===== config.mk =====
export PLATFORM = sky130hd
export DESIGN_NAME = mem_access_unit_flat
export DESIGN_NICKNAME = d
export VERILOG_FILES = /design/src/rtl/mem_access_unit_pkg.sv /design/src/rtl/mem_access_unit_if.sv /design/src/rtl/mem_access_unit_load_data_extender.sv /design/src/rtl/mem_access_unit.sv /design/src/flat_wrapper.sv
export SDC_FILE = /design/constraint.sdc
export NUM_CORES = 1
export LEC_CHECK = 0
export ABC_AREA = 1
export CAP_MARGIN = 0
export CORE_MARGIN = 2
export CORE_UTILIZATION = 45
export DETAILED_ROUTE_END_ITERATION = 7
export HOLD_SLACK_MARGIN = 0.1
export PLACE_DENSITY = 0.8
export SKIP_CTS_REPAIR_TIMING = 1
export SLEW_MARGIN = 20
export SYNTH_ARGS = -nofsm -noshare
export SYNTH_HDL_FRONTEND = slang
export SYNTH_SLANG_ARGS = --single-unit

===== constraint.sdc =====
create_clock -name CLK -period 2.6 [get_ports CLK]
set_input_delay 0.26 -clock CLK [delete_from_list [all_inputs] [get_ports CLK]]
set_output_delay 0.26 -clock CLK [all_outputs]
set_load 0.02 [all_outputs]

===== src/rtl/mem_access_unit_pkg.sv =====
// rtl/mem_access_unit_pkg.sv - memory-op codes, FSM states and store-lane helpers
package mem_access_unit_pkg;

  localparam logic [3:0] OP_NONE = 4'b0000;
  localparam logic [3:0] OP_SB   = 4'b0001;
  localparam logic [3:0] OP_SH   = 4'b0010;
  localparam logic [3:0] OP_SW   = 4'b0011;
  localparam logic [3:0] OP_LB   = 4'b1000;
  localparam logic [3:0] OP_LH   = 4'b1001;
  localparam logic [3:0] OP_LW   = 4'b1010;
  localparam logic [3:0] OP_LBU  = 4'b1100;
  localparam logic [3:0] OP_LHU  = 4'b1101;

  typedef enum logic [1:0] {
    ST_IDLE   = 2'd0,
    ST_ACCESS = 2'd1,
    ST_DONE   = 2'd2
  } state_t;

  function automatic logic op_is_load(input logic [3:0] op);
    return (op == OP_LB) || (op == OP_LH) || (op == OP_LW) ||
           (op == OP_LBU) || (op == OP_LHU);
  endfunction

  function automatic logic op_is_store(input logic [3:0] op);
    return (op == OP_SB) || (op == OP_SH) || (op == OP_SW);
  endfunction

  function automatic logic op_misaligned(input logic [3:0] op, input logic [1:0] off);
    case (op)
      OP_SH, OP_LH, OP_LHU: return off[0];
      OP_SW, OP_LW:         return |off;
      default:              return 1'b0;
    endcase
  endfunction

  function automatic logic [3:0] store_byte_en(input logic [3:0] op, input logic [1:0] off);
    case (op)
      OP_SB:   return 4'b0001 << off;
      OP_SH:   return 4'b0011 << {off[1], 1'b0};
      OP_SW:   return 4'b1111;
      default: return 4'b0000;
    endcase
  endfunction

  // Replicating the narrow value lets the byte enables alone select the lane.
  function automatic logic [31:0] store_data(input logic [3:0] op, input logic [31:0] data);
    case (op)
      OP_SB:   return {4{data[7:0]}};
      OP_SH:   return {2{data[15:0]}};
      default: return data;
    endcase
  endfunction

endpackage


===== src/rtl/mem_access_unit_if.sv =====
// rtl/mem_access_unit_if.sv - word-wide data-memory port
interface mem_access_unit_if;

  logic        MEM_READ;
  logic        MEM_WRITE;
  logic [29:0] MEM_ADDRESS;
  logic [31:0] MEM_WRITEDATA;
  logic [3:0]  MEM_BYTE_EN;
  logic [31:0] MEM_READDATA;
  logic        MEM_BUSYWAIT;

  modport master (
    output MEM_READ, MEM_WRITE, MEM_ADDRESS, MEM_WRITEDATA, MEM_BYTE_EN,
    input  MEM_READDATA, MEM_BUSYWAIT
  );

  modport slave (
    input  MEM_READ, MEM_WRITE, MEM_ADDRESS, MEM_WRITEDATA, MEM_BYTE_EN,
    output MEM_READDATA, MEM_BUSYWAIT
  );

endinterface


===== src/rtl/mem_access_unit_load_data_extender.sv =====
// rtl/mem_access_unit_load_data_extender.sv - selects the loaded byte/half/word and extends it
module load_data_extender
  import mem_access_unit_pkg::*;
(
  input  logic [31:0] readdata,
  input  logic [1:0]  addr,
  input  logic [3:0]  op,
  output logic [31:0] result
);

  logic [7:0]  byte_sel;
  logic [15:0] half_sel;

  assign byte_sel = readdata[{addr, 3'b000} +: 8];
  assign half_sel = readdata[{addr[1], 4'b0000} +: 16];

  always_comb begin
    result = 32'd0;
    case (op)
      OP_LB:   result = {{24{byte_sel[7]}}, byte_sel};
      OP_LBU:  result = {24'd0, byte_sel};
      OP_LH:   result = {{16{half_sel[15]}}, half_sel};
      OP_LHU:  result = {16'd0, half_sel};
      OP_LW:   result = readdata;
      default: result = 32'd0;
    endcase
  end

endmodule


===== src/rtl/mem_access_unit.sv =====
// rtl/mem_access_unit.sv - MEM-stage responder: aligns stores, extends loads, stalls the pipeline
module mem_access_unit
  import mem_access_unit_pkg::*;
#(
  parameter int TIMEOUT_CYCLES = 255,
  parameter int CNT_W          = 8
) (
  input  logic               CLK,
  input  logic               RESET,
  input  logic [3:0]         IN_READ_WRITE,
  input  logic [31:0]        IN_ALU_RESULT,
  input  logic [31:0]        IN_DATA2,
  output logic               BUSYWAIT,
  output logic [31:0]        OUT_READ_DATA,
  output logic               OUT_MISALIGNED,
  output logic               OUT_MEM_ERROR,
  mem_access_unit_if.master  mem
);

  localparam bit TIMEOUT_EN = (TIMEOUT_CYCLES != 0);
  localparam logic [CNT_W-1:0] CNT_LAST = CNT_W'((TIMEOUT_CYCLES > 0) ? TIMEOUT_CYCLES - 1 : 0);

  state_t           state;
  logic [CNT_W-1:0] wait_cnt;
  logic [3:0]       op_q;
  logic [1:0]       off_q;
  logic             valid_op;
  logic             misaligned;
  logic [31:0]      load_result;

  assign valid_op   = op_is_load(IN_READ_WRITE) || op_is_store(IN_READ_WRITE);
  assign misaligned = valid_op && op_misaligned(IN_READ_WRITE, IN_ALU_RESULT[1:0]);

  assign OUT_MISALIGNED = (state == ST_IDLE) && misaligned;
  assign BUSYWAIT       = ((state == ST_IDLE) && valid_op && !misaligned) ||
                          (state == ST_ACCESS);

  // Extraction works from the op/offset captured at issue, not the live pipeline inputs.
  load_data_extender u_extender (
    .readdata (mem.MEM_READDATA),
    .addr     (off_q),
    .op       (op_q),
    .result   (load_result)
  );

  always_ff @(posedge CLK or negedge RESET) begin
    if (!RESET) begin
      state             <= ST_IDLE;
      wait_cnt          <= '0;
      op_q              <= OP_NONE;
      off_q             <= 2'd0;
      mem.MEM_READ      <= 1'b0;
      mem.MEM_WRITE     <= 1'b0;
      mem.MEM_ADDRESS   <= 30'd0;
      mem.MEM_WRITEDATA <= 32'd0;
      mem.MEM_BYTE_EN   <= 4'd0;
      OUT_READ_DATA     <= 32'd0;
      OUT_MEM_ERROR     <= 1'b0;
    end else begin
      OUT_MEM_ERROR <= 1'b0;
      case (state)
        ST_IDLE: begin
          if (valid_op && !misaligned) begin
            mem.MEM_READ      <= op_is_load(IN_READ_WRITE);
            mem.MEM_WRITE     <= op_is_store(IN_READ_WRITE);
            mem.MEM_ADDRESS   <= IN_ALU_RESULT[31:2];
            mem.MEM_BYTE_EN   <= store_byte_en(IN_READ_WRITE, IN_ALU_RESULT[1:0]);
            mem.MEM_WRITEDATA <= store_data(IN_READ_WRITE, IN_DATA2);
            op_q              <= IN_READ_WRITE;
            off_q             <= IN_ALU_RESULT[1:0];
            wait_cnt          <= '0;
            state             <= ST_ACCESS;
          end
        end
        ST_ACCESS: begin
          if (!mem.MEM_BUSYWAIT) begin
            mem.MEM_READ  <= 1'b0;
            mem.MEM_WRITE <= 1'b0;
            if (op_is_load(op_q)) begin
              OUT_READ_DATA <= load_result;
            end
            state <= ST_DONE;
          end else if (TIMEOUT_EN && (wait_cnt == CNT_LAST)) begin
            mem.MEM_READ  <= 1'b0;
            mem.MEM_WRITE <= 1'b0;
            OUT_MEM_ERROR <= 1'b1;
            OUT_READ_DATA <= 32'd0;
            state         <= ST_DONE;
          end else begin
            wait_cnt <= wait_cnt + 1'b1;
          end
        end
        // One non-stalled cycle lets the pipeline move past the op so it is not re-issued.
        ST_DONE: state <= ST_IDLE;
        default: state <= ST_IDLE;
      endcase
    end
  end

endmodule


===== src/flat_wrapper.sv =====
// flat-port wrapper written by rule: the top's interface ports become plain ports
module mem_access_unit_flat import mem_access_unit_pkg::*;
#(
  parameter int TIMEOUT_CYCLES = 255,
  parameter int CNT_W          = 8
)
  (CLK, RESET, IN_READ_WRITE, IN_ALU_RESULT, IN_DATA2, BUSYWAIT, OUT_READ_DATA, OUT_MISALIGNED, OUT_MEM_ERROR, mem_MEM_READ, mem_MEM_WRITE, mem_MEM_ADDRESS, mem_MEM_WRITEDATA, mem_MEM_BYTE_EN, mem_MEM_READDATA, mem_MEM_BUSYWAIT);
  mem_access_unit_if mem_i ();
  input  logic CLK;
  input  logic RESET;
  input  logic [3:0] IN_READ_WRITE;
  input  logic [31:0] IN_ALU_RESULT;
  input  logic [31:0] IN_DATA2;
  output logic BUSYWAIT;
  output logic [31:0] OUT_READ_DATA;
  output logic OUT_MISALIGNED;
  output logic OUT_MEM_ERROR;
  output wire logic [$bits(mem_i.MEM_READ)-1:0] mem_MEM_READ;
  output wire logic [$bits(mem_i.MEM_WRITE)-1:0] mem_MEM_WRITE;
  output wire logic [$bits(mem_i.MEM_ADDRESS)-1:0] mem_MEM_ADDRESS;
  output wire logic [$bits(mem_i.MEM_WRITEDATA)-1:0] mem_MEM_WRITEDATA;
  output wire logic [$bits(mem_i.MEM_BYTE_EN)-1:0] mem_MEM_BYTE_EN;
  input wire logic [$bits(mem_i.MEM_READDATA)-1:0] mem_MEM_READDATA;
  input wire logic [$bits(mem_i.MEM_BUSYWAIT)-1:0] mem_MEM_BUSYWAIT;
  assign mem_MEM_READ = mem_i.MEM_READ;
  assign mem_MEM_WRITE = mem_i.MEM_WRITE;
  assign mem_MEM_ADDRESS = mem_i.MEM_ADDRESS;
  assign mem_MEM_WRITEDATA = mem_i.MEM_WRITEDATA;
  assign mem_MEM_BYTE_EN = mem_i.MEM_BYTE_EN;
  assign mem_i.MEM_READDATA = mem_MEM_READDATA;
  assign mem_i.MEM_BUSYWAIT = mem_MEM_BUSYWAIT;
  mem_access_unit #(.TIMEOUT_CYCLES(TIMEOUT_CYCLES), .CNT_W(CNT_W)) u_core (.CLK(CLK), .RESET(RESET), .IN_READ_WRITE(IN_READ_WRITE), .IN_ALU_RESULT(IN_ALU_RESULT), .IN_DATA2(IN_DATA2), .BUSYWAIT(BUSYWAIT), .OUT_READ_DATA(OUT_READ_DATA), .OUT_MISALIGNED(OUT_MISALIGNED), .OUT_MEM_ERROR(OUT_MEM_ERROR), .mem(mem_i));
endmodule

==> impl_metrics.env <==
export IMPL_placedInstanceArea_mm2=0.00797
export IMPL_crit_chain="clkdlybuf4s50_1 -> nor2_4 -> o21ai_1 -> nand2_1 -> nand2_2 -> buf_4 -> a21oi_1 -> clkdlybuf4s50_1"
export IMPL_critPathMaxFanout=5
export IMPL_fin_area_mm2=0.00858
export IMPL_post_route_min_period_ps=2400
export IMPL_cts_max_level=4
export IMPL_crit_buf_inv=3
export IMPL_cp_required_ps=2340
export IMPL_rsz0062_at_grt="false"
export IMPL_power_leakage_nw=4.27
export IMPL_seqCellArea_mm2=0.00293
export IMPL_power_mw=9.34
export IMPL_clk_latency_ps=410
export IMPL_tns_ps=0
export IMPL_drt_pass1_iter_count=4
export IMPL_instances_no_fill=1136
export IMPL_rrSetupSlack_ps=620
export IMPL_crit_cells=8
export IMPL_syn_num_nets=849
export IMPL_synth_seq_area_share_pct=50.8
export IMPL_drtIter0Drc=404
export IMPL_drv_cap=0
export IMPL_status="completed"
export IMPL_grt_pass1_wl_mm=26.5
export IMPL_grt_util_met3_pct=8.34
export IMPL_crit_type="in -> out"
export IMPL_post_dp_hpwl_mm=11.8
export IMPL_drcViolationCount=0
export IMPL_cp_common_cell="clkdlybuf4s50_1"
export IMPL_finish_utilization_pct=68.2
export IMPL_crit_path_start_kind="input port"
export IMPL_cts_path_max_buffers=2
export IMPL_cts_root_buf="clkbuf_16"
export IMPL_cp_slowest_stage_delay_ps=630
export IMPL_io_buffers=205
export IMPL_setup_viol=0
export IMPL_viasPerCell=4.95
export IMPL_cp_end_kind="primary output"
export IMPL_start_util_pct=45.8
export IMPL_holdWs_ps=326
export IMPL_pin_count=206
export IMPL_syn_to_final_growth_pct=48.9
export IMPL_design_core_area_mm2=0.0126
export IMPL_final_layout_size_suffix_gt1_share_pct=7.57
export IMPL_syn_cell_area_mm2=0.00576
export IMPL_place_gp_congestion=0.843
export IMPL_synthDistinctLibCells=35
export IMPL_vdd_drop_max_mv=0.698
export IMPL_crit_family="buffers and inverters"
export IMPL_place_ws_ps=103
export IMPL_synthCells=744
export IMPL_fin_nets=1056
export IMPL_fp_row_count=41
export IMPL_grtUsageTotal_pct=25.1
export IMPL_die_w_um=117
export IMPL_wl_mm=16.4
export IMPL_postSynthAreaPerCell_um2=7.74
export IMPL_max_slew_margin_pct=49.7
export IMPL_clk_pin_slew_ps=50
export IMPL_grt_max_degree=45
export IMPL_worstRegToRegCells=9
export IMPL_p_per_area_mw_per_mm2=1090
export IMPL_overflow=0
export IMPL_cts_tree="done"
export IMPL_hold_violations=0
export IMPL_ys_ff_latch=117
export IMPL_antenna_found_initial=0
export IMPL_arrival_ps=2140
export IMPL_dieArea_mm2=0.0137
export IMPL_fin_skew_ps=6.96
export IMPL_multi_input_area_mm2=0.00241
export IMPL_crit_slowest_cell="clkdlybuf4s50_1"
export IMPL_vias=5628
export IMPL_fmax_mhz=416
export IMPL_num_antenna_cells=0
export IMPL_yosysWarningCount=0
export IMPL_fill_cells=1081
export IMPL_wire_per_inst_um=14.4
export IMPL_tightestPinTransition_ps=752
export IMPL_slew_viol_final=0
export IMPL_cts_buffers=17
export IMPL_grt_busiest_layer="met2"
export IMPL_grt_pass1_vias=5468
export IMPL_met1_usage_pct=31.2
export IMPL_hold_class="in -> async"
export IMPL_use_met2_pct=40.7
export IMPL_die_h_um=117
export IMPL_cts_sinks=117
export IMPL_dp_cells=1103
export IMPL_fin_ws_ps=196
export IMPL_postRouteAntennaNets=0
export IMPL_fin_crit_sh_pct=92.5
Yosys cell counts, drive strengths merged:
cell type    n  share of area (%)
a21oi       22                2.0
and3         1               0.11
buf         28                3.9
clkbuf       9               0.61
clkinv       2               0.13
dfrtp      117                 51
ha           2               0.43
inv         42                2.8
nand2      341                 23
nand3       65                5.6
nand3b       3               0.39
nand4        2               0.22
nor2        29                2.4
nor3         2               0.17
o21a         4               0.52
o21ai       67                6.1
o31ai        3               0.39
or2          2               0.22
xor2         3               0.46
power by group:
part | total [mW] | internal, mW | switching, mW
Clock | 2.29 | 1.48 | 0.806
Combinational | 4.08 | 1.84 | 2.24
Sequential | 2.97 | 2.55 | 0.421
registers in the layout, summed over array words and instances (netlist names):
name and count:
u_core.OUT_MEM_ERROR 1, u_core.mem.MEM_READ 1, u_core.mem.MEM_WRITE 1, u_core.op_q 4, u_core.mem.MEM_BYTE_EN 4, u_core.mem.MEM_ADDRESS 30
u_core.off_q 2, u_core.wait_cnt 8, u_core.OUT_READ_DATA 32, u_core.mem.MEM_WRITEDATA 32, u_core.state 2
final timing paths:
kind,startpoint,end
worst max-delay path,IN_READ_WRITE[3],OUT_MISALIGNED
worst min-delay path,RESET,u_core.mem.MEM_ADDRESS[0]
worst max register to register,u_core.off_q[1],u_core.OUT_READ_DATA[8]
worst min register to register,u_core.mem.MEM_ADDRESS[6],u_core.mem.MEM_ADDRESS[6]
max in group asynchronous,RESET,u_core.mem.MEM_ADDRESS[14]
min in group CLK,IN_ALU_RESULT[23],u_core.mem.MEM_ADDRESS[21]
layout make-up:
cell class	count	share of cell area [%]
inverter	44	1.96
multi-input combinational	546	28.1
sequential	117	34.1
tap	172	2.51
clock buffer	24	6.08
timing repair buffer	225	26.4
clock inverter	8	0.817
per-layer routing:
metal  vias up  wire length (µm)
li1       2779                 -
met1      2632              6830
met2       189              7830
met3        28              1400
met4         0               309
met5         -                 0
worst register-to-register path: stages (launching register included):
cell     delay, ps
dfrtp_1        410
buf_4          200
nand2_1         90
nand2_1         90
nand2_1         60
o21ai_1         80
nand2_1        570
nand3_1        210
nand2_1        110
nand2_1         50
cell families (layout without fill, tap and decap cells):
family                     after synthesis  count (layout)  synth area share, %
buffers and inverters                   81             301                 7.39
adders and majority gates                2               2                0.434
and+or+nand+nor                        445             445                 31.8
xor gates and xnor gates                 3               3                0.456
DFF                                    117             117                 50.8
AOI/OAI and AO/OA                       96              96                 9.04
cell usage in the layout, fill, tap and decap left out, types with 7 or more instances in the layout:
cell               n
clkdlybuf4s50_1  203
nand2_1          335
a21oi_1           21
dfrtp_1          117
o21ai_0           41
clkbuf_16         17
inv_1             39
o21ai_1           21
nor2_1            24
nand3_1           65
buf_4             15
clkbuf_8           7
(Power assumes the default switching activity.)
